### src/rtl/queue_arbiter.sv
// Write-side arbiter and read sequencer for the shared 8-bit queue, with occupancy tracking.
// Optional build macro QARB_FIXED_PRIO_EN: fixed lowest-index priority instead of round-robin.
module queue_arbiter #(
    parameter int unsigned NUM_REQ = 4,
    parameter int unsigned DEPTH   = 8,
    parameter int unsigned CW      = 4
) (
    input  logic                 clk,
    input  logic                 rst,
    input  logic [NUM_REQ-1:0]   req,
    input  logic [NUM_REQ*8-1:0] req_data,
    output logic [NUM_REQ-1:0]   gnt,
    output logic [7:0]           q_in_data,
    output logic                 q_write_en,
    output logic                 q_read_en,
    input  logic [7:0]           q_out_data,
    input  logic                 q_empty,
    input  logic                 pop_req,
    output logic                 pop_valid,
    output logic [7:0]           pop_data,
    input  logic                 pop_ack,
    output logic [CW-1:0]        count,
    output logic                 full
);

    localparam int unsigned DW = 8;
    localparam int unsigned PW = (NUM_REQ > 1) ? $clog2(NUM_REQ) : 1;

    typedef enum logic [1:0] {
        IDLE  = 2'd0,
        RD    = 2'd1,
        WAIT  = 2'd2,
        VALID = 2'd3
    } state_t;

    state_t          state;
    state_t          state_nx;
    logic [PW-1:0]   gnt_idx;
    logic            gnt_any;
    logic [CW-1:0]   count_nx;
    logic            q_read_en_nx;
    logic            pop_valid_nx;
    logic [DW-1:0]   pop_data_nx;

    assign full = (count == CW'(DEPTH));

`ifdef QARB_FIXED_PRIO_EN
    // Lowest set request index wins; descending scan so the lowest match is written last.
    always_comb begin
        gnt_any = 1'b0;
        gnt_idx = '0;
        if (rst && !full) begin
            for (int i = NUM_REQ - 1; i >= 0; i--) begin
                if (req[i]) begin
                    gnt_any = 1'b1;
                    gnt_idx = PW'(i);
                end
            end
        end
    end
`else
    logic [PW-1:0] rr_ptr;
    logic [PW-1:0] cand;

    // Search from rr_ptr+1 with wrap; descending offsets so the nearest hit is written last.
    always_comb begin
        gnt_any = 1'b0;
        gnt_idx = '0;
        cand    = '0;
        if (rst && !full) begin
            for (int k = NUM_REQ; k >= 1; k--) begin
                cand = PW'((32'(rr_ptr) + 32'(k)) % NUM_REQ);
                if (req[cand]) begin
                    gnt_any = 1'b1;
                    gnt_idx = cand;
                end
            end
        end
    end

    always_ff @(posedge clk or negedge rst) begin
        if (!rst) begin
            rr_ptr <= PW'(NUM_REQ - 1);
        end else if (gnt_any) begin
            rr_ptr <= gnt_idx;
        end
    end
`endif

    assign gnt        = gnt_any ? (NUM_REQ'(1) << gnt_idx) : '0;
    assign q_write_en = gnt_any;
    assign q_in_data  = req_data[DW*32'(gnt_idx) +: DW];

    // Read sequencer: issue one read, wait out the queue latency, then present until acked.
    always_comb begin
        state_nx     = state;
        pop_valid_nx = pop_valid;
        pop_data_nx  = pop_data;
        case (state)
            IDLE: begin
                if (pop_req && (count != '0) && !q_empty) begin
                    state_nx = RD;
                end
            end
            RD: begin
                state_nx = WAIT;
            end
            WAIT: begin
                state_nx     = VALID;
                pop_valid_nx = 1'b1;
                pop_data_nx  = q_out_data;
            end
            VALID: begin
                if (pop_ack) begin
                    pop_valid_nx = 1'b0;
                    state_nx     = IDLE;
                end
            end
            default: begin
                state_nx = IDLE;
            end
        endcase
        q_read_en_nx = (state_nx == RD);
    end

    // Occupancy: simultaneous write and read cancel; saturate at both ends.
    always_comb begin
        count_nx = count;
        if (q_write_en && !q_read_en) begin
            if (count != CW'(DEPTH)) begin
                count_nx = count + CW'(1);
            end
        end else if (!q_write_en && q_read_en) begin
            if (count != '0) begin
                count_nx = count - CW'(1);
            end
        end
    end

    always_ff @(posedge clk or negedge rst) begin
        if (!rst) begin
            state     <= IDLE;
            count     <= '0;
            q_read_en <= 1'b0;
            pop_valid <= 1'b0;
            pop_data  <= '0;
        end else begin
            state     <= state_nx;
            count     <= count_nx;
            q_read_en <= q_read_en_nx;
            pop_valid <= pop_valid_nx;
            pop_data  <= pop_data_nx;
        end
    end

endmodule

### config.mk
export PLATFORM = sky130hd
export DESIGN_NAME = queue_arbiter
export DESIGN_NICKNAME = d
export VERILOG_FILES = /design/src/rtl/queue_arbiter.sv
export SDC_FILE = /design/constraint.sdc
export NUM_CORES = 1
export LEC_CHECK = 0
export ABC_AREA = 1
export ABC_CLOCK_PERIOD_IN_PS = 3100
export CAP_MARGIN = 20
export CORE_MARGIN = 3
export CORE_UTILIZATION = 39
export CTS_BUF_LIST = sky130_fd_sc_hd__clkbuf_16
export DETAILED_ROUTE_END_ITERATION = 8
export GPL_TIMING_DRIVEN = 0
export PLACE_DENSITY = 0.8
export SYNTH_ARGS = -nofsm -noshare
export SYNTH_HDL_FRONTEND = slang
export SYNTH_SLANG_ARGS = --single-unit
### constraint.sdc
create_clock -name clk -period 3.1 [get_ports clk]
set_input_delay 0.465 -clock clk [delete_from_list [all_inputs] [get_ports clk]]
set_output_delay 0.465 -clock clk [all_outputs]
set_load 0.01 [all_outputs]
==> results.yml <==
worst_setup_path:
  crit_path_start: "req[1]"
  path_cells: "clkdlybuf4s50_1 > inv_1 > nand2_1 > nand3_1 > nand2_1 > inv_2 > nand2_2 > nand2_2 > nand2_4 > nand3_4 > buf_6 > nor2_1 > clkdlybuf4s50_1"
  rr_endpoint: "count[3]"
  cp-start-kind: "primary input"
  crit_type: "primary input to output pin"
  critPathMaxStageDelay_ns: 0.54
  required_ns: 2.63
  critPathArrivalTime_ns: 2.45
  critical_path.endpoint: "gnt[3]"
  worstPathMaxFanout: 10
  reg2reg_from: "rr_ptr[0]"
  reg2reg_slack_ns: 0.68
  end_kind: "output pin"
  slowest_stage: "clkdlybuf4s50_1"
  worstRegToRegCells: 19
logic_synthesis:
  ys_ff_latch: 18
  synth_edf_count: 0
  async_reset_ff_share_pct: 100
  syn_nets: 265
  synth.distinct_cells: 29
  synthMuxAreaShare_pct: 6.22
  yosys_warnings: 0
  synth_ff_type: "dfrtp_1"
  synth-simple-area-share_pct: 44.4
  synth_top_family_by_area: "simple AND/OR/NAND/NOR gates"
  synth-compound-area-share_pct: 3.97
  synth.avg_cell_area_sq_um: 6.80
  ys_seq_area_share_pct: 31.3
  netlist_instances: 213
  synth_xor_area_share_pct: 1.21
  syn-cell-area_sq_um: 1450
  synthAdderAreaFrac_pct: 3.11
die:
  die_area_sq_um: 4480
  ioPinCount: 77
  rows: 21
  core_region_area_sq_um: 3470
  die_height_microns: 67.0
  initial_utilization_pct: 41.8
  die-width_microns: 67.0
detailed_routing:
  remaining_drc_errors: 0
  dr.pass1.iters: 4
  viasPerCell: 4.78
  drt_iter0_markers: 82
  wl_microns: 4240
  wl_per_cell_microns: 12.3
  num_vias: 1648
  ant_nets: 0
timing:
  fmax_mhz: 343
  post-route-period-util_pct: 94.0
  tns_ns: 0
  slew_headroom_pct: 67.5
  worst_pin_slew_ns: 0.487
  rsz0062_at_grt: "false"
  fin_skew_ns: 0.00146
  finalSetupViolCount: 0
  fin_crit_ns: 2.92
  hold_viol_final: 0
  drv_slew: 0
clock_tree:
  clock_sinks: 18
  insertion_delay_ns: 0.24
  numCtsBuffers: 3
  cts_buffer_depth: 2
  root_buffer: "clkbuf_16"
  h-tree-depth: 1
  holdBufCountCts: 0
  path_clk_slew_ns: 0.05
  tritoncts: "done"
global_routing:
  grt_pass1_wl_microns: 6330
  grt-ovfl-total: 0
  grt_antenna_before_repair: 0
  grtUsageTotal_pct: 18.0
  grt_pass1_vias: 1518
  grt_max_degree: 20
hold_path:
  hp-class: "primary input to async pin"
place:
  place.gp.congestion: 0.798
  portBuffers: 76
  dp_cells: 335
  dp_hpwl_microns: 3190
layout:
  syn_to_final_growth_pct: 67.4
  drive_above_1_share_pct: 14.7
  nets: 352
  fin_cells: 345
  num_antenna_cells: 0
flow_run:
  drv_cap: 0
power:
  power_density_nw_per_um2: 1110
  leakagePower_nw: 1.29
  p_total_w: 0.00269
  vdd_drop_max_uv: 668
run_status:
  status: "finished clean"
cells in the mapped netlist, types with 2 or more instances:
cell type,n,area [sq um]
nand2_1,101,379
nand4_1,17,106
dfrtp_1,16,400
inv_1,15,56.3
mux2_2,8,90.1
nor2_1,8,30.0
nand2_2,6,37.5
nand3_1,6,30.0
buf_2,4,20.0
o21ai_0,4,20.0
buf_6,3,33.8
inv_2,3,11.3
dfstp_2,2,52.6
ha_1,2,25.0
nand3_4,2,35.0
o21ai_1,2,10.0
xor2_1,2,17.5
critical path, delay by kind of cell:
| family | cells | cell delay [ns] |
|---|---|---|
| and+or+nand+nor | 8 | 0.71 |
| buffers and inverters | 5 | 1.27 |
metal layers:
metal	wire length [microns]	part of all wire [%]	track usage, %
met1	1830	43	21.4
met2	1980	47	31.8
met3	422	10	5.56
met4	6	0.14	3.04
met5	0	0	0
sequential cells by signal (all words and copies together), names as in the netlist:
name	flops
pop_data	8
count	4
rr_ptr	2
state	2
pop_valid	1
q_read_en	1
report_power, final:
part / switching, W / internal, W / total [W] / leakage [nW]
clock: 0.0000777 / 0.000171 / 0.000249 / 0.0385
sequential: 0.0000886 / 0.000366 / 0.000455 / 0.209
combinational: 0.00103 / 0.000960 / 0.00199 / 1.05
total: 0.00120 / 0.00150 / 0.00269 / 1.29
cell families (layout without fill, tap and decap cells):
kind of cell | Yosys count | count (layout)
flip-flops | 18 | 18
multiplexers | 8 | 8
AO/OA/AOI/OAI | 10 | 10
AND/OR/NAND/NOR | 143 | 143
buffers and inverters | 29 | 115
XOR/XNOR | 2 | 2
adder cells (fa/ha/maj) | 3 | 3
worst min path at each step:
stage                     startpoint        to  slack, ns  cells after the start
after global placement      state[0]  state[1]       0.45                      2
final                            rst  state[0]       0.14                      1
after CTS                        rst  state[0]       0.27                      1
after detailed placement    state[0]  state[1]       0.47                      2
after global routing             rst  state[0]       0.17                      1
after floorplan                  rst  count[0]       0.17                      0
layout make-up:
| class | count | area (sq um) |
|---|---|---|
| Inverter | 20 | 81.3 |
| Timing Repair Buffer | 82 | 823 |
| Clock inverter | 1 | 3.75 |
| Clock buffer | 3 | 75.1 |
| Fill cell | 312 | 1040 |
| Buffer | 9 | 73.8 |
| Tap cell | 46 | 57.6 |
| Sequential cell | 18 | 453 |
| Multi-Input combinational cell | 166 | 857 |
repair_timing:
item                       in CTS  in global routing
gates cloned                    0                  0
setup endpoints to repair      12                 11
buffers inserted                0                  6
resized for setup               4                 16
pin swaps                       0                  1
cells in the final DEF (no fill, tap or decap), types with 4 or more instances in the layout:
master           Yosys  routed
nand2_1            101     101
clkdlybuf4s50_1      0      66
nand4_1             17      17
dfrtp_1             16      16
inv_1               15      15
dlymetal6s2s_1       0       9
nor2_1               8       8
buf_4                1       8
mux2_2               8       8
nand3_1              6       6
nand2_2              6       6
buf_6                3       4
o21ai_0              4       4
metrics by stage:
| stage | hold WS [ns] | utilization (%) | setup WS [ns] | area (sq um) |
|---|---|---|---|---|
| after floorplan | 0.169 | - | 0.851 | 1450 |
| after global placement | 0.451 | 65.4 | -0.536 | 2270 |
| after detailed placement | 0.468 | 65.4 | -0.562 | 2270 |
| after global routing | 0.167 | 69.9 | 0.00484 | 2420 |
| final | 0.142 | 69.9 | 0.185 | 2420 |
| after CTS | 0.274 | 67.7 | 0.0184 | 2350 |
Power figures use the tool's default switching activity.
